[config.mk]
export PLATFORM = sky130hd
export DESIGN_NAME = riscv_instr_encoder
export DESIGN_NICKNAME = d
export VERILOG_FILES = /design/src/rtl/riscv_instr_encoder.sv
export SDC_FILE = /design/constraint.sdc
export NUM_CORES = 1
export LEC_CHECK = 0
export BUFFER_PORTS_ARGS = -buffer_cell sky130_fd_sc_hd__clkbuf_2
export CORE_MARGIN = 4
export CORE_UTILIZATION = 40
export CTS_BUF_LIST = sky130_fd_sc_hd__clkbuf_8 sky130_fd_sc_hd__clkbuf_16
export CTS_CLUSTER_SIZE = 14
export DETAILED_ROUTE_END_ITERATION = 10
export GPL_TIMING_DRIVEN = 0
export PLACE_DENSITY = 0.65
export SYNTH_ARGS = -nofsm -noshare
export SYNTH_HDL_FRONTEND = slang
export SYNTH_SLANG_ARGS = --single-unit
[constraint.sdc]
create_clock -name clk_i -period 4.79 [get_ports clk_i]
set_input_delay 0.958 -clock clk_i [delete_from_list [all_inputs] [get_ports clk_i]]
set_output_delay 0.958 -clock clk_i [all_outputs]
set_load 0.01 [all_outputs]
[src/rtl/riscv_instr_encoder.sv]
// riscv_instr_encoder: packs decoded RV32I fields into instruction words
// and streams them into instruction memory over a we/ack handshake.
module riscv_instr_encoder #(
    parameter int ADDR_W    = 10,
    parameter int BASE_ADDR = 0
) (
    input  logic              clk_i,
    input  logic              rst_i,
    input  logic              start_i,
    input  logic              in_valid_i,
    output logic              in_ready_o,
    input  logic [2:0]        op_class_i,
    input  logic [2:0]        funct3_i,
    input  logic              funct7b5_i,
    input  logic [4:0]        rd_i,
    input  logic [4:0]        rs1_i,
    input  logic [4:0]        rs2_i,
    input  logic [31:0]       imm_i,
    output logic              mem_we_o,
    output logic [ADDR_W-1:0] mem_addr_o,
    output logic [31:0]       mem_wdata_o,
    input  logic              mem_ack_i,
    output logic [ADDR_W:0]   count_o,
    output logic              full_o,
    output logic              err_o,
    output logic [1:0]        err_code_o
);

    localparam logic [6:0] OPC_LOAD   = 7'b0000011;
    localparam logic [6:0] OPC_STORE  = 7'b0100011;
    localparam logic [6:0] OPC_BRANCH = 7'b1100011;
    localparam logic [6:0] OPC_OP     = 7'b0110011;
    localparam logic [6:0] OPC_OPIMM  = 7'b0010011;
    localparam logic [6:0] OPC_JAL    = 7'b1101111;
    localparam logic [6:0] OPC_JALR   = 7'b1100111;

    localparam logic [ADDR_W-1:0] ADDR_BASE = ADDR_W'(BASE_ADDR);
    localparam logic [ADDR_W-1:0] ADDR_LAST = '1;
    localparam logic [ADDR_W-1:0] ADDR_ONE  = ADDR_W'(1);
    localparam logic [ADDR_W:0]   CNT_ONE   = (ADDR_W+1)'(1);

    typedef enum logic {
        IDLE,
        WRITE
    } state_t;

    state_t state_q, state_d;

    logic        i_ok, b_ok, j_ok, sh_ok, is_shift;
    logic        bad_class, bad_imm;
    logic [31:0] word;
    logic        accept, do_write, ack;

    // Range checks: upper bits must be pure sign extension.
    assign i_ok  = (&imm_i[31:11]) | ~(|imm_i[31:11]);
    assign b_ok  = ~imm_i[0] & ((&imm_i[31:12]) | ~(|imm_i[31:12]));
    assign j_ok  = ~imm_i[0] & ((&imm_i[31:20]) | ~(|imm_i[31:20]));
    assign sh_ok = ~(|imm_i[31:5]);
    assign is_shift = (funct3_i[1:0] == 2'b01);

    always_comb begin
        word      = '0;
        bad_class = 1'b0;
        bad_imm   = 1'b0;
        case (op_class_i)
            3'd0: begin
                word    = {imm_i[11:0], rs1_i, funct3_i, rd_i, OPC_LOAD};
                bad_imm = ~i_ok;
            end
            3'd1: begin
                word    = {imm_i[11:5], rs2_i, rs1_i, funct3_i,
                           imm_i[4:0], OPC_STORE};
                bad_imm = ~i_ok;
            end
            3'd2: begin
                word    = {imm_i[12], imm_i[10:5], rs2_i, rs1_i, funct3_i,
                           imm_i[4:1], imm_i[11], OPC_BRANCH};
                bad_imm = ~b_ok;
            end
            3'd3: begin
                word = {1'b0, funct7b5_i, 5'b00000, rs2_i, rs1_i,
                        funct3_i, rd_i, OPC_OP};
            end
            3'd4: begin
                if (is_shift) begin
                    word    = {1'b0, funct7b5_i, 5'b00000, imm_i[4:0],
                               rs1_i, funct3_i, rd_i, OPC_OPIMM};
                    bad_imm = ~sh_ok;
                end else begin
                    word    = {imm_i[11:0], rs1_i, funct3_i, rd_i, OPC_OPIMM};
                    bad_imm = ~i_ok;
                end
            end
            3'd5: begin
                word    = {imm_i[20], imm_i[10:1], imm_i[11], imm_i[19:12],
                           rd_i, OPC_JAL};
                bad_imm = ~j_ok;
            end
            3'd6: begin
                word    = {imm_i[11:0], rs1_i, 3'b000, rd_i, OPC_JALR};
                bad_imm = ~i_ok;
            end
            default: bad_class = 1'b1;
        endcase
    end

    assign in_ready_o = (state_q == IDLE) & ~full_o;
    assign accept     = in_valid_i & in_ready_o & ~start_i;
    assign do_write   = accept & ~bad_class & ~bad_imm;
    assign ack        = (state_q == WRITE) & mem_ack_i;
    assign mem_we_o   = (state_q == WRITE);

    always_comb begin
        state_d = state_q;
        case (state_q)
            IDLE:    if (do_write) state_d = WRITE;
            WRITE:   if (mem_ack_i) state_d = IDLE;
            default: state_d = IDLE;
        endcase
        if (start_i) state_d = IDLE;
    end

    always_ff @(posedge clk_i) begin
        if (rst_i) begin
            state_q <= IDLE;
        end else begin
            state_q <= state_d;
        end
    end

    always_ff @(posedge clk_i) begin
        if (rst_i) begin
            mem_addr_o  <= ADDR_BASE;
            mem_wdata_o <= '0;
            count_o     <= '0;
            full_o      <= 1'b0;
            err_o       <= 1'b0;
            err_code_o  <= 2'b00;
        end else if (start_i) begin
            mem_addr_o <= ADDR_BASE;
            count_o    <= '0;
            full_o     <= 1'b0;
            err_o      <= 1'b0;
            err_code_o <= 2'b00;
        end else begin
            if (do_write) begin
                mem_wdata_o <= word;
            end
            // Pointer saturates at the last word; full_o blocks new input.
            if (ack) begin
                count_o <= count_o + CNT_ONE;
                if (mem_addr_o == ADDR_LAST) begin
                    full_o <= 1'b1;
                end else begin
                    mem_addr_o <= mem_addr_o + ADDR_ONE;
                end
            end
            if (accept & ~do_write & ~err_o) begin
                err_o      <= 1'b1;
                err_code_o <= bad_class ? 2'b01 : 2'b10;
            end
        end
    end

endmodule

==> results.md, run 1 <==
* Status: completed
* Final instance area at 4130 um^2
* Worst-path clk slew at 0.07 ns
* Reg2reg start: mem_addr_o[0]$_SDFFE_PP0P_
* Worst VDD drop at 128 uV
* Endpoints failing setup at 0
* Worst hold path class: register to register
* # IOs at 118
* TritonRoute pass-1 iters at 5
* All-Layer GR Usage at 0.205
* Placement-stage cell area at 3920 um^2
* Non-filler cells, final at between 600 and 700
* PortBufs at between 100 and 150
* Num rows at 32
* CP arrival at around 2.7 ns
* Final GP Congestion at 0.898
* CORE AREA at a little under 8000 um^2
* P_leak at roughly 0.0017 uW
* Multi-input logic area at ~1900 um^2
* Pwr Density at roughly 280 nW/um^2
* HPWL after DPL at 7.67 mm
* Met3 WL at 690 um
* Syn Area/Cell at roughly 7.9 um^2
* Vias in the first global route at 3300
* Storage element area at approximately 1100 um^2
* Hold endpoint: err_code_o[1]$_SDFFE_PP0P_
* # diodes at 0
* Max Transition Viols Final at 0
* DRC at 0
* Routed vias at roughly 3500
* Final WS setup at 2.26 ns
* Primary FF master, synth: dfxtp_1
* Worst path max stage delay at ~0.34 ns
* CP delay by family, top: simple AND/OR/NAND/NOR gates
* Reg2Reg Depth at 7
* Global route overflow at 0
* Startpoint types: primary input
* Final Cycle Share at 0.529
* Per-cell routed wire length at ~16 um
* Reg2reg end: mem_addr_o[7]$_SDFFE_PP0P_
* Worst-Margin Slew at about 0.84 ns
* RSZ-0062 raised after global routing: no
* Pre-CTS setup slack at 1.92 ns
* Nets at a little under 600
* Hold path start: err_code_o[1]$_SDFFE_PP0P_
* Mapped cell area at about 3200 um^2
* Crit path top cell by count: o21ai_0
* Post-synth EDFFs at 0
* Total CTS buffers at 9
* Final Hold Vio Count at 0
* Die width at 97.7 um
* Setup slack, reg-to-reg at about 2.6 ns
* Compound-Gate Fraction of Synth Area at 0.273
* CTS Hold Bufs at 0
* Synth warn at 0
* Iter 0 DRT Violations at 190
* Synth Area in Adders at 0.00778
* CTS root buf: clkbuf_8
* Fillers at 786
* Combinational family with the most area after synthesis: compound AO/OA/AOI/OAI gates
* DR WL met2 at ~4.7 mm
* Largest net degree at the start of global routing at 11
* Die height at around 100 um
* Crit end category: register
* WP data required at 5.00 ns
* Placed cells at just over 600
* Setup TNS at 0 ns
* Share of cells above drive strength 1 at 0.313
* WHS Path Cells at 2
* Clock latency on the worst-skew pair at between 0.3 and 0.4 ns
* Setup repair bufs after CTS at 0
* CP cell instances: clkbuf_2 > nor4_1 > nand3_1 > o2bb2ai_1 > nand4_2 > clkbuf_1 > o21ai_0 > o21ai_0
* Worst-case clock buffer depth at 2
* Syn Inst Count at around 410
* Number of antenna violations at the first check in global routing at 0
* Fmax at 0.395 GHz
* Async SR Flop Fraction at 0
* Crit. Startpoint: imm_i[20]
* #FFs+latches synth at 57
* Post-Synth XOR/XNOR Area at 0.0409
* Min Tclk post-route at 2.53 ns
* Post-synthesis mux area share at 0.00778
* Post-synthesis cell type count at 54
* Synth Area in Simple Gates at 0.258
* Post-Syn Nets at around 470
* Final WL at approximately 10 mm
* First-pass GRT wire length at between 15 and 20 mm
* WS Path Type: primary input to register
* Sequential area share after synthesis at 0.355
* Via-to-Cell Ratio at 5.43
* Uppermost routed layer: met4
* CTS Sinks at 57
* CTS tree: built
* # resized after CTS at 0
* Bufs and invs on worst path at 2
* Area growth from synthesis to final layout at 28.6%
* CP max stage cell: nor4_1
* Die area at 9540 um^2
* # H-tree levels at 3
* Antenna Nets Post-Route at 0
* WL met1 at about 4.4 mm
* Slew headroom at 0.437
* Initial Utilization at 0.414
* Max-cap violations at 0
* Worst Skew at roughly 0.016 ns
* CP Max Fanout at 10
power breakdown:
| part | total, uW | switching, uW | internal (uW) |
|---|---|---|---|
| logic | 178 | 109 | 68.9 |
| registers | 491 | 6.71 | 484 |
| clock network | 479 | 198 | 282 |
| total | 1150 | 314 | 835 |
per-layer routing:
metal / up-vias / GRT usage
li1: 1724 / -
met1: 1618 / 0.262
met2: 114 / 0.337
met3: 14 / 0.0416
met4: 0 / 0.0831
met5: - / 0
cell families (layout without fill, tap and decap cells):
| group | Yosys count | count (layout) |
|---|---|---|
| DFF | 57 | 57 |
| AOI/OAI and AO/OA | 137 | 137 |
| and+or+nand+nor | 157 | 157 |
| adders and majority gates | 2 | 2 |
| xor gates and xnor gates | 15 | 15 |
| buffers and inverters | 36 | 167 |
| muxes | 2 | 2 |
worst min-delay path: cells and delay by family (launching register included):
family | cells | cell delay, ns
AO/OA/AOI/OAI | 1 | 0.05
flip-flops | 1 | 0.31
AND/OR/NAND/NOR | 1 | 0.06
cell type report:
cell class / instances / area share
multi-input combinational: 313 / 0.457
sequential: 57 / 0.276
timing repair buffer: 115 / 0.139
clock buffer: 12 / 0.0400
buffer: 28 / 0.0378
tap: 102 / 0.0309
clock inverter: 4 / 0.0121
inverter: 8 / 0.00726
synth_stat cells, types with 6 or more instances:
cell | n | area share
dfxtp_1 | 57 | 0.35
xor2_1 | 13 | 0.035
a211oi_2 | 7 | 0.027
nor2b_1 | 16 | 0.031
nor2_1 | 46 | 0.054
nand2_1 | 30 | 0.035
nand4_1 | 13 | 0.025
o21ai_0 | 38 | 0.059
a21oi_1 | 43 | 0.067
clkbuf_1 | 12 | 0.014
and3_1 | 9 | 0.018
a21oi_2 | 7 | 0.019
nand3_1 | 7 | 0.011
nor4_1 | 6 | 0.012
nor3_1 | 6 | 0.0093
a211oi_1 | 6 | 0.014
o211ai_1 | 10 | 0.023
inv_1 | 8 | 0.0093
worst max-delay path by stage:
stage,endpoint,slack (ns),cells past startpoint
detailed placement,mem_wdata_o[15]$_SDFFE_PP0P_,1.92,8
global route,mem_wdata_o[22]$_SDFFE_PP0P_,2.07,8
finish,mem_wdata_o[24]$_SDFFE_PP0P_,2.26,8
global placement,mem_wdata_o[16]$_SDFFE_PP0P_,1.96,8
floorplan,mem_wdata_o[12]$_SDFFE_PP0P_,2.30,9
CTS,mem_wdata_o[24]$_SDFFE_PP0P_,2.28,8
stage by stage:
step                power (uW)   util  hold WS (ns)
floorplan                  605      -         0.481
global placement           676  0.505         0.448
detailed placement         679  0.505         0.454
CTS                       1160  0.532         0.464
global route              1200  0.532         0.476
finish                    1150  0.532         0.461
cell usage in the layout (no fill, tap or decap), drive strengths merged, types with 2 or more instances in the layout:
cell,netlist,layout
nand3,7,7
or2,3,3
nand4,14,14
xor2,13,13
ha,2,2
o31ai,4,4
nor4,8,8
and3,9,9
dfxtp,57,57
clkbuf,13,140
a311oi,2,2
nand2b,2,2
clkinvlp,0,2
nand2,31,31
a211oi,13,13
nor2,48,48
a21oi,50,50
o21ai,43,43
nor2b,16,16
or3,5,5
xnor2,2,2
o211ai,10,10
a32oi,2,2
nor3,6,6
a221oi,5,5
inv,8,8
buf,15,15
and2,3,3
nor3b,3,3
registers in the layout, indices dropped and copies added, names as in the netlist:
register / count
err_code_o: 2
mem_addr_o: 10
count_o: 11
full_o: 1
err_o: 1
mem_wdata_o: 31
mem_we_o: 1
Note: power is estimated with default switching activity, not from simulation.
==> run 2: changes to the inputs <==
- ABC_AREA: unset -> 1
- PLACE_DENSITY: 0.65 -> 0.66
- clock period: 4.79 -> 2.5 ns (I/O delays scaled with it)
==> run 2 against run 1 <==
Synthesized area fell by 6.8%. Register-to-register slack got worse by 1.9 ns. First-iteration DRC count decreased by 15%. Sequential share of layout area rose by 1.4 points. Via count decreased by 3.2%. Sequential power grew 91%. Count of clock-buffer cells in the layout decreased by 3.
==> results.md, run 2 <==
* Post-synthesis cell type count at 31
* Leading cell types by count after synthesis: 97 x nand2_1, 60 x nor2_1, 57 x dfxtp_1, 52 x a21oi_1, 52 x inv_1
* #FFs+latches synth at between 50 and 60
* Most frequent cells in the layout: 116 x clkbuf_2, 97 x nand2_1, 60 x nor2_1
* Met1 Track Usage GR at 0.264
* WHS Path Cells at 2
* Share of the synthesized area in the top cell type at 0.381
* Global route overflow at 0
* Async SR Flop Fraction at 0
* Fmax at 0.537 GHz
* Endpoints failing setup at 0
* DRC at 0
* Final WL at about 8.7 mm
* Reg2Reg Depth at 11
* Most used routing layer: met2
* Initial Utilization at 0.413
* Routed vias at between 3000 and 4000
* WP data required at between 2 and 3 ns
* Syn Inst Count at between 400 and 500
* CORE AREA at between 7000 and 8000 um^2
* Clock latency on the worst-skew pair at between 0.3 and 0.4 ns
* Nets at around 640
* # IOs at 118
* Iter 0 DRT Violations at about 160
* Top cells by area, synth: dfxtp_1 38%, nand2_1 12%, a21oi_1 8.7%
* Synth warn at 0
* Worst-path clk slew at roughly 0.07 ns
* Final Cycle Share at 0.745
* Hold WS at 0.458 ns
* CP Max Fanout at 9
* Die area at between 8000 and 9000 um^2
* Max-cap violations at 0
* Largest register FFs at 31
* Die height at between 90 and 100 um
* Mapped cell area at about 3000 um^2
* Slew headroom at 0.664
* Antenna Nets Post-Route at 0
* GR Layer Usage met2 at 0.306
* Die width at around 95 um
* Pwr Density at 576 nW/um^2
* Top-count cell post-synth: nand2_1
* TritonRoute pass-1 iters at 4
* CP arrival at 2.07 ns
* Min Tclk post-route at 1.86 ns
* Commonest non-fill, non-tap cell in the layout: clkbuf_2
* Setup TNS at 0 ns
* Largest net degree at the start of global routing at 11
* Per-cell routed wire length at between 10 and 15 um
* HPWL after DPL at slightly below 7 mm
* Worst-Margin Slew at about 0.5 ns
* Via-to-Cell Ratio at 4.93
* Worst path max stage delay at 0.29 ns
* Worst hold path class: register to register
* Syn Area/Cell at between 6 and 7 um^2
* Most flop-heavy register: mem_wdata_o
* Regs by FF count: mem_wdata_o (31), count_o (11), mem_addr_o (10)
* CTS tree: built
* CP max stage cell: nor2_1
* RSZ-0062 raised after global routing: no
* Worst-case clock buffer depth at 2
* Sequential area share after synthesis at 0.381
* Startpoint types: primary input
* Total CTS buffers at 9
* Setup repair bufs after CTS at 0
* Area growth from synthesis to final layout at 31.3%
* Post-synth EDFFs at 0
* Area leader, netlist: dfxtp_1
* Num rows at 31
* Max Transition Viols Final at 0
* CTS Hold Bufs at 0
* Primary FF master, synth: dfxtp_1
* Final Hold Vio Count at 0
* Worst Skew at ~0.0063 ns
* Worst VDD drop at ~340 uV
* Share of cells above drive strength 1 at 0.270
* # resized after CTS at 0
* P_leak at 0.00180 uW
* Post-Syn Nets at 511
* Crit end category: register
* Number of antenna violations at the first check in global routing at 0
* Met3 usage at 0.0550
* CP cell instances: buf_2 > nand2_2 > nor2_1 > inv_1 > nand2_1 > nor2_1 > nand2_1 > a21oi_1 > o21ai_0 > nand4_1 > a21oi_1
* Vias in the first global route at between 3000 and 4000
* All-Layer GR Usage at 0.197
* # H-tree levels at 3
* PortBufs at about 120
* First-pass GRT wire length at between 10 and 15 mm
* # diodes at 0
* CTS Sinks at 57
* Final GP Congestion at around 0.9
* CTS root buf: clkbuf_8
* Status: completed
* WS Path Type: primary input to register
## run 2: path summary, 6_finish.rpt
check                                             startpoint                           end  slack, ns
worst max-delay path                           op_class_i[2]   mem_wdata_o[7]$_SDFFE_PP0P_       0.64
worst min-delay path            mem_wdata_o[27]$_SDFFE_PP0P_  mem_wdata_o[27]$_SDFFE_PP0P_       0.46
worst max register to register    mem_addr_o[1]$_SDFFE_PP0P_    mem_addr_o[9]$_SDFFE_PP0P_       0.72
worst min register to register  mem_wdata_o[27]$_SDFFE_PP0P_  mem_wdata_o[27]$_SDFFE_PP0P_       0.46
## run 2: power by group
group          switching [uW]  internal (uW)
registers                10.5            925
clock network             380            655
logic                     182            118
## run 2: kinds of logic (layout without fill, tap and decap cells)
group                      Yosys count  after routing  share of synthesized area
buffers and inverters               75            207                      0.113
DFF                                 57             57                      0.381
xor gates and xnor gates             1              1                    0.00292
and+or+nand+nor                    221            221                      0.328
AOI/OAI and AO/OA                   94             94                      0.167
adders and majority gates            2              2                    0.00835
## run 2: per-layer routing
| metal | routed length, um | part of all wire |
|---|---|---|
| met5 | 0 | 0 |
| met1 | 4020 | 0.46 |
| met4 | 159 | 0.018 |
| met2 | 3970 | 0.46 |
| met3 | 519 | 0.060 |
## run 2: layout make-up
class,instances,area (um^2)
Timing Repair Buffer,116,581
Multi-Input combinational cell,318,1520
Clock inverter,7,111
Tap cell,99,124
Clock buffer,9,124
Fill cell,751,3320
Buffer,20,133
Inverter,55,206
Sequential cell,57,1140
## run 2: stage by stage
stage | setup WS, ns | instances | util | cell area (um^2) | power, uW
floorplan | 0.699 | 450 | - | 3000 | 1130
global placement | 0.349 | 665 | 0.510 | 3700 | 1250
detailed placement | 0.359 | 665 | 0.510 | 3700 | 1250
CTS | 0.687 | 681 | 0.543 | 3940 | 2290
global route | 0.455 | 681 | 0.543 | 3940 | 2390
finish | 0.637 | 681 | 0.543 | 3940 | 2270
## run 2: worst max-delay path: cells and delay by family
kind / cells / cell delay (ns)
and+or+nand+nor: 6 / 0.97
buffers and inverters: 2 / 0.26
AOI/OAI and AO/OA: 3 / 0.34
==> run 3: changes to the inputs <==
- ABC_AREA: 1 -> 0
- PLACE_DENSITY: 0.66 -> 0.65
- clock period: 2.5 -> 1.8 ns (I/O delays scaled with it)
==> run 3 against run 2 <==
Routed wire length grew 18%. Via count up 4.9%. Clock skew increased by 0.0033 ns. Critical endpoint is now mem_wdata_o[10]$_SDFFE_PP0P_. Largest cell class unchanged. Largest power group unchanged.
==> results.md, run 3 (synthesis gave the netlist of run 1 again) <==
* Regs by FF count: mem_wdata_o (31), count_o (11), mem_addr_o (10)
* Initial Utilization at 0.414
* Fmax at about 0.56 GHz
* PortBufs at ~120
* Max-cap violations at 0
* HPWL after DPL at about 7.8 mm
* Iter 0 DRT Violations at between 150 and 200
* WS Path Type: primary input to register
* Worst path max stage delay at around 0.34 ns
* Via-to-Cell Ratio at around 5.4
* Power consumption at ~3200 uW
* Slew headroom at 0.580
* Most frequent cells in the layout: 114 x clkbuf_2, 54 x dfxtp_1, 45 x nor2_1
* Largest register FFs at 31
* CP Max Fanout at 10
* Worst-Margin Slew at about 0.63 ns
* Antenna Nets Post-Route at 0
* WP data required at a little over 2 ns
* Setup slack, reg-to-reg at 0.06 ns
* CP max stage cell: nor4_2
* Non-filler cells, final at approximately 650
* Crit end category: register
* Final Hold Vio Count at 0
* Commonest non-fill, non-tap cell in the layout: clkbuf_2
* Worst Skew at between 0.009 and 0.01 ns
* Largest net degree at the start of global routing at 11
* Share of cells above drive strength 1 at 0.370
* Worst VDD drop at 352 uV
* Startpoint types: primary input
* Endpoints failing setup at 0
* Total CTS buffers at 9
* Hold WS at 0.271 ns
* Num rows at 32
* CORE AREA at 7770 um^2
* Per-cell routed wire length at between 15 and 20 um
* Final WL at slightly above 10 mm
* All-Layer GR Usage at 0.209
* Die width at 97.7 um
* Final GP Congestion at 0.850
* DRC at 0
* CTS Hold Bufs at 0
* Vias in the first global route at approximately 3400
* CTS root buf: clkbuf_8
* Number of antenna violations at the first check in global routing at 0
* Area growth from synthesis to final layout at 38.4%
* P_leak at about 0.0018 uW
* Worst hold path class: primary input to register
* # H-tree levels at 3
* Clock latency on the worst-skew pair at between 0.3 and 0.4 ns
* Final Cycle Share at 0.996
* Max Transition Viols Final at 0
* Placed cells at slightly above 600
* CP cell instances: clkbuf_2 > nor4_2 > nand4_1 > o21ai_2 > and4_4 > buf_8 > nand2_4 > buf_6 > o21ai_1
* Worst-case clock buffer depth at 2
* RSZ-0062 raised after global routing: yes
* Die height at approximately 98 um
* TritonRoute pass-1 iters at 5
* Status: completed
* Bufs and invs on worst path at 3
* Most flop-heavy register: mem_wdata_o
* Pwr Density at about 720 nW/um^2
* CP delay by family, top: simple AND/OR/NAND/NOR gates
* # IOs at 118
* Routed vias at around 3500
* CTS tree: built
* Min Tclk post-route at ~1.8 ns
* CTS Sinks at 57
* Nets at roughly 600
* First-pass GRT wire length at 16.4 mm
* Worst-path clk slew at approximately 0.070 ns
* # diodes at 0
* Die area at 9540 um^2
* Global route overflow at 0
* CP arrival at approximately 2.1 ns
* Post-layout util at 0.573
-- run 3: repair_timing --
item                                    CTS  global route
resized for setup                         3            52
buffers inserted                          3             9
gates cloned                              0             3
endpoints found under the hold margin     0             0
pin swaps                                 3            14
endpoints found under the setup margin   24            41
-- run 3: where the power goes --
| group | total (uW) | internal, uW | switching [uW] |
|---|---|---|---|
| Sequential | 1300 | 1290 | 18.3 |
| Combinational | 533 | 223 | 310 |
| Clock | 1370 | 850 | 518 |
| Total | 3210 | 2360 | 846 |
-- run 3: stage by stage --
stage	setup WS [ns]	area (um^2)	TNS (ns)
after floorplan	-0.0577	3240	-0.342
after global placement	-0.433	3940	-12.23
after detailed placement	-0.420	3940	-12.34
after CTS	-0.0159	4210	-0.0159
after global routing	-0.0689	4450	-0.841
final	0.00772	4450	0
-- run 3: layer usage --
metal	part of all wire	wire length, um	global-route usage
met5	0	0	0
met4	0.017	178	0.0703
met3	0.070	717	0.0546
met2	0.47	4840	0.336
met1	0.44	4530	0.272
-- run 3: path summary, 6_finish.rpt --
| check | endpoint | start | depth (start not counted) |
|---|---|---|---|
| min | mem_wdata_o[27]$_SDFFE_PP0P_ | imm_i[7] | 3 |
| min reg2reg | err_code_o[1]$_SDFFE_PP0P_ | err_code_o[1]$_SDFFE_PP0P_ | 2 |
| max | mem_wdata_o[10]$_SDFFE_PP0P_ | imm_i[11] | 9 |
| max reg2reg | mem_wdata_o[11]$_SDFFE_PP0P_ | mem_we_o$_SDFF_PP0_ | 8 |
-- run 3: worst reg2reg max path, stage by stage (launching register included) --
cell and delay, ns:
dfxtp_2 0.35, nor2_2 0.12, nand3b_1 0.21, a21oi_2 0.21, buf_4 0.14, nand4_4 0.14
buf_4 0.21, o211ai_1 0.15, o21ai_0 0.10
-- run 3: area by class of cell --
| class | count | area (um^2) |
|---|---|---|
| timing repair buffer | 130 | 719 |
| buffer | 28 | 198 |
| clock inverter | 5 | 77.6 |
| inverter | 8 | 30.0 |
| clock buffer | 11 | 151 |
| tap | 102 | 128 |
| multi-input combinational | 313 | 2000 |
| sequential | 57 | 1150 |
| fill | 751 | 3320 |
